--- src/rtl/tc_pkg.sv ---
// tc_pkg: shared FSM encoding and sizing helpers for the psum drain path.
package tc_pkg;

    localparam int ELEM_W = 8;

    typedef enum logic [1:0] {S_IDLE, S_RUN, S_DRAIN, S_DONE} state_t;

    function automatic int beats(input int n, input int lanes);
        return n / lanes;
    endfunction

    function automatic int cnt_w(input int depth);
        return $clog2(depth + 1);
    endfunction

endpackage

--- src/rtl/tc_row_fifo.sv ---
// tc_row_fifo: synchronous row FIFO with async active-low reset; count/full/empty exposed.
// Push while full is accepted only when a pop frees the slot in the same cycle.
module tc_row_fifo
    import tc_pkg::*;
#(
    parameter int W     = 128,
    parameter int DEPTH = 2,
    parameter int CW    = cnt_w(DEPTH)
) (
    input  logic          clk,
    input  logic          rst_n,
    input  logic          i_push,
    input  logic [W-1:0]  i_wdata,
    input  logic          i_pop,
    output logic [W-1:0]  o_rdata,
    output logic [CW-1:0] o_count,
    output logic          o_full,
    output logic          o_empty
);

    localparam int AW = DEPTH > 1 ? $clog2(DEPTH) : 1;

    logic [W-1:0]  r_mem [DEPTH];
    logic [AW-1:0] r_wp, r_rp;
    logic [CW-1:0] r_count;
    logic          w_push, w_pop;

    function automatic logic [AW-1:0] nxt(input logic [AW-1:0] p);
        return p == AW'(DEPTH - 1) ? '0 : p + 1'b1;
    endfunction

    assign o_empty = r_count == '0;
    assign o_full  = r_count == CW'(DEPTH);
    assign o_count = r_count;
    assign o_rdata = r_mem[r_rp];
    assign w_pop   = i_pop && !o_empty;
    assign w_push  = i_push && (!o_full || w_pop);

    always_ff @(posedge clk or negedge rst_n) begin
        if (!rst_n) begin
            r_wp    <= '0;
            r_rp    <= '0;
            r_count <= '0;
            for (int i = 0; i < DEPTH; i++) r_mem[i] <= '0;
        end else begin
            if (w_push) begin
                r_mem[r_wp] <= i_wdata;
                r_wp        <= nxt(r_wp);
            end
            if (w_pop) r_rp <= nxt(r_rp);
            r_count <= r_count + CW'(w_push) - CW'(w_pop);
        end
    end

endmodule

--- src/rtl/tc_psum_drain.sv ---
// tc_psum_drain: requests a tile's psum rows under credit control and serializes them onto a beat stream.
// Define TC_PSUM_DRAIN_RELU_EN to clamp negative output elements to zero.
module tc_psum_drain
    import tc_pkg::*;
#(
    parameter int M          = 16,
    parameter int N          = 16,
    parameter int DW_DATA    = ELEM_W,
    parameter int DW_POS     = 4,
    parameter int OUT_LANES  = 4,
    parameter int FIFO_DEPTH = 2
) (
    input  logic                         clk,
    input  logic                         rst_n,
    input  logic                         start,
    output logic                         busy,
    output logic                         done,
    output logic                         psum_req,
    output logic [DW_POS-1:0]            psum_row,
    input  logic                         psum_valid,
    input  logic [N*DW_DATA-1:0]         psum_data,
    output logic                         m_valid,
    input  logic                         m_ready,
    output logic [OUT_LANES*DW_DATA-1:0] m_data,
    output logic [DW_POS-1:0]            m_row,
    output logic                         m_last,
    output logic                         err_ovf
);

    localparam int BEATS = beats(N, OUT_LANES);
    localparam int BW    = BEATS > 1 ? $clog2(BEATS) : 1;
    localparam int LW    = OUT_LANES * DW_DATA;
    localparam int CW    = cnt_w(FIFO_DEPTH);

    state_t               r_state, w_next;
    logic                 r_req, r_err;
    logic [DW_POS:0]      r_req_idx;
    logic [DW_POS-1:0]    r_psum_row, r_pop_row;
    logic [BW-1:0]        r_beat;
    logic [CW-1:0]        r_inflight, w_count;
    logic [N*DW_DATA-1:0] w_head;
    logic [LW-1:0]        w_slice;
    logic                 w_full, w_empty, w_credit, w_issue, w_accept, w_tail, w_pop, w_start;

    tc_row_fifo #(.W(N * DW_DATA), .DEPTH(FIFO_DEPTH), .CW(CW)) u_fifo (
        .clk     (clk),
        .rst_n   (rst_n),
        .i_push  (psum_valid),
        .i_wdata (psum_data),
        .i_pop   (w_pop),
        .o_rdata (w_head),
        .o_count (w_count),
        .o_full  (w_full),
        .o_empty (w_empty)
    );

    // a pending registered request already owns a FIFO slot
    assign w_credit = (CW+1)'(w_count) + (CW+1)'(r_inflight) + (CW+1)'(r_req) < (CW+1)'(FIFO_DEPTH);
    assign w_start  = r_state == S_IDLE && start;
    assign w_issue  = r_state == S_RUN && r_req_idx < (DW_POS+1)'(M) && w_credit;
    assign w_accept = m_valid && m_ready;
    assign w_tail   = r_beat == BW'(BEATS - 1);
    assign w_pop    = w_accept && w_tail;

    assign busy     = r_state != S_IDLE;
    assign done     = r_state == S_DONE;
    assign psum_req = r_req;
    assign psum_row = r_psum_row;
    assign m_valid  = !w_empty;
    assign m_row    = r_pop_row;
    assign m_last   = m_valid && r_pop_row == DW_POS'(M - 1) && w_tail;
    assign err_ovf  = r_err;
    assign w_slice  = w_head[r_beat * LW +: LW];

    always_comb begin
        m_data = w_slice;
`ifdef TC_PSUM_DRAIN_RELU_EN
        for (int j = 0; j < OUT_LANES; j++)
            if (w_slice[j*DW_DATA + DW_DATA - 1]) m_data[j*DW_DATA +: DW_DATA] = '0;
`endif
    end

    always_comb begin
        w_next = r_state;
        if (w_start) w_next = S_RUN;
        if (r_state == S_RUN && r_req && r_psum_row == DW_POS'(M - 1)) w_next = S_DRAIN;
        if (r_state == S_DRAIN && w_pop && m_last && r_inflight == '0) w_next = S_DONE;
        if (r_state == S_DONE) w_next = S_IDLE;
    end

    always_ff @(posedge clk or negedge rst_n) begin
        if (!rst_n) begin
            r_state    <= S_IDLE;
            r_req      <= 1'b0;
            r_err      <= 1'b0;
            r_inflight <= '0;
            r_req_idx  <= '0;
            r_psum_row <= '0;
            r_pop_row  <= '0;
            r_beat     <= '0;
        end else begin
            r_state    <= w_next;
            r_req      <= w_issue;
            r_inflight <= r_inflight + CW'(r_req) - CW'(psum_valid);
            r_err      <= r_err | (psum_valid && w_full && !w_pop);
            if (w_issue) begin
                r_psum_row <= r_req_idx[DW_POS-1:0];
                r_req_idx  <= r_req_idx + 1'b1;
            end
            if (w_start) begin
                r_req_idx <= '0;
                r_pop_row <= '0;
                r_beat    <= '0;
            end else if (w_accept) begin
                r_beat <= w_tail ? '0 : r_beat + 1'b1;
                if (w_tail) r_pop_row <= r_pop_row + 1'b1;
            end
        end
    end

endmodule

--- config.mk ---
export PLATFORM = sky130hd
export DESIGN_NAME = tc_psum_drain
export DESIGN_NICKNAME = d
export VERILOG_FILES = /design/src/rtl/tc_pkg.sv /design/src/rtl/tc_row_fifo.sv /design/src/rtl/tc_psum_drain.sv
export SDC_FILE = /design/constraint.sdc
export NUM_CORES = 1
export LEC_CHECK = 0
export CAP_MARGIN = 25
export CORE_UTILIZATION = 50
export CTS_BUF_LIST = sky130_fd_sc_hd__clkbuf_4
export CTS_CLUSTER_DIAMETER = 200
export DETAILED_ROUTE_END_ITERATION = 8
export GPL_TIMING_DRIVEN = 0
export PLACE_DENSITY_LB_ADDON = 0.05
export SLEW_MARGIN = 20
export SYNTH_ARGS = -nofsm -noshare
export SYNTH_HDL_FRONTEND = slang
export SYNTH_SLANG_ARGS = --single-unit
--- constraint.sdc ---
create_clock -name clk -period 2.5 [get_ports clk]
set_input_delay 0.5 -clock clk [delete_from_list [all_inputs] [get_ports clk]]
set_output_delay 0.5 -clock clk [all_outputs]
set_load 0.03 [all_outputs]
==> out/metrics.cfg <==
[outcome]
status=finished with violations
violations=negative setup slack

[critical_path]
start_kind=flip-flop
path_buf_inv=3
worstSetupPathType=flip-flop to output port
cp_top_family=buffers and inverters
cpPeakStageDelay_ns=0.46
path_cells=buf_1, clkbuf_2, mux2_2, buf_4
arrival_ns=2.40
slowest_stage=clkbuf_2
cp_max_fo=10
end_kind=output port
required_ns=2.00

[global_route]
grt_max_degree=106
grt_pass1_wl_um=47300
antenna_found_initial=3
grt_pass1_vias=8653
grt.total_usage_pct=24.0
overflow=0

[job]
max-cap-violations=0

[timing]
tightest_slew_ns=0.621
hold_viol_final=0
finalWorstSetupSlack_ns=-0.397
rsz0062_at_grt=true
clock.fmax_mhz=345
setup_viol=32
tns_ns=-10.96
maxSlewHeadroom_pct=58.5
fin_hold_ws_ns=0.399
min_period_over_period_pct=116
final_max_slew_viol_count=0
fin_worst_skew_ns=0.0414
min_period_ns=2.90

[place]
io_buffers=178
gp_congestion=0.794
dp_hpwl_um=20700
place_ws_ns=-0.645
placedCellCount=1283

[clock_network]
tritoncts=done
cts_htree_levels=3
numCtsBuffers=77
cts.path.max_buffers=3
clkTransAtPathRegs_ns=0.06
clk_latency_ns=0.68
cts_root_buf=clkbuf_4
cts.sinks=281

[synth]
synth_area_um2=12800
synth.distinct_cells=40
synthFlopType=dfrtp_1
syn_inst=773
async_flop_share_pct=100
synth.net_count=914
ys_warn_count=0
synth_edf_count=0
synth_seq_cells=281
syn_avg_cell_area_um2=16.6
synth_seq_area_share_pct=54.8

[floorplanning]
core_area_um2=25200
die_y_um=162
io_pins=179
fp.dieW_um=162
num_rows=58
die_area_um2=26300
start_util_pct=51.0

[worst_hold_path]
worstHoldPathType=input pin to async pin

[route]
drt_iter0_drc=385
first_pass_iters=6
viasPerCell=5.50
drt-total-wl_um=30300
wl_per_cell_um=21.3
antenna_left=0
route.detailed.drc=0
vias=7817

[power_and_ir_drop]
power_leakage_nw=6.92
vdd_drop_max_mv=1.11
comb_power_share_pct=48.8
clkPwrFrac_pct=17.2
intPower_mw=15.4
sw_frac_of_total_pct=35.2
seqPwrFrac_pct=34.0
power.total_mw=23.7
powerDensity_nw_per_um2=1470
p_sw_mw=8.37

[layout]
syn2layout_area_growth_pct=26.1
drive_gt1_share_pct=29.9
nNetsFinal=1177
final_cell_count_no_fill=1421
mostFrequentLayoutCells=280 x dfrtp_1, 240 x mux2_1, 141 x clkdlybuf4s50_1
final_common_cell=dfrtp_1

registers in the layout, indices dropped and copies added (netlist names):
| signal | flops |
|---|---|
| r_inflight | 2 |
| r_req_idx | 5 |
| r_state | 2 |
| psum_row | 4 |
| u_fifo.r_rp | 1 |
| psum_req | 1 |
| u_fifo.r_wp | 1 |
| u_fifo.r_mem | 256 |
| err_ovf | 1 |
| u_fifo.o_count | 2 |
| m_row | 4 |
| r_beat | 2 |
power by group through the flow:
stage | clock, mW | combinational (mW) | sequential [mW]
CTS | 4.21 | 11.6 | 8.04
floorplan | 0 | 7.60 | 7.76
detailed placement | 0 | 11.1 | 8.08
finish | 4.08 | 11.6 | 8.09
global placement | 0 | 10.7 | 7.87
global route | 4.46 | 12.3 | 8.35
synthesized netlist by cell type (2+ instances only):
cell type / instances / area [µm²]
nand2b_1: 2 / 12.5
a31o_2: 2 / 17.5
buf_1: 5 / 18.8
mux2i_1: 3 / 30.0
dfrtp_1: 281 / 7030
nor2_1: 7 / 26.3
mux4_2: 36 / 811
xor2_1: 3 / 26.3
buf_2: 5 / 25.0
buf_6: 2 / 22.5
nand2_1: 7 / 26.3
clkbuf_1: 5 / 18.8
a21oi_1: 8 / 40.0
nand4_1: 2 / 12.5
mux2_2: 52 / 586
nand3_1: 4 / 20.0
o21ai_0: 6 / 30.0
inv_1: 11 / 41.3
or3_1: 4 / 25.0
xnor2_1: 6 / 52.6
mux2_1: 240 / 2700
nand4b_1: 2 / 17.5
mux4_1: 28 / 736
buf_4: 27 / 203
buf_12: 4 / 80.1
ha_1: 7 / 87.6
worst paths after layout:
check | from | endpoint | slack [ns] | cells past startpoint
min in group clk | psum_data[25] | u_fifo.r_mem[153] | 0.44 | 2
max in group asynchronous | rst_n | u_fifo.r_mem[50] | 1.14 | 3
max | r_beat[0] | m_data[14] | -0.40 | 4
max reg2reg | u_fifo.o_count[0] | psum_row[0] | 0.26 | 6
min reg2reg | u_fifo.r_mem[78] | u_fifo.r_mem[78] | 0.48 | 1
min | rst_n | r_state[0] | 0.40 | 2
timing repair:
action	in CTS	in global routing
pin swaps	0	0
setup endpoints to repair	36	33
hold endpoints to repair	72	0
hold buffers	1	0
resized for setup	272	17
buffers inserted	3	1
per-stage QoR:
stage / instance area (µm²) / util [%]
floorplan: 12800 / -
global placement: 15000 / 59.7
detailed placement: 15100 / 59.9
CTS: 16200 / 64.1
global route: 16200 / 64.3
finish: 16200 / 64.3
cells by family (layout without fill, tap and decap cells):
group | after synthesis | count (layout) | synth area share, %
xor+xnor | 9 | 9 | 0.614
mux | 359 | 359 | 37.9
other cells | 0 | 3 | 0
compound gates | 22 | 22 | 1.09
simple gates | 35 | 35 | 1.60
buf+inv | 59 | 374 | 3.19
flops | 281 | 281 | 54.8
fa+ha+maj | 8 | 8 | 0.838
area by class of cell:
cell class	count	area, µm²
diodes	3	7.51
plain buffers	47	427
clock buffers	113	848
clock inverters	18	129
fillers	1864	8990
inverters	11	41.3
multi-input cells	433	5360
flip-flops and latches	281	7030
well taps	330	413
repair buffers	185	1930
layer usage:
layer  routed length (µm)  vias up  global-route usage (%)  share of wire [%]
met1                12800     4086                    30.7                 42
met4                  666        0                    9.43                2.2
met3                 1410       50                    4.75                4.6
met2                15400      222                    40.1                 51
met5                    0        -                       0                  0
li1                     -     3459                       -                  -
No activity file was read; power rests on OpenSTA's default activity.
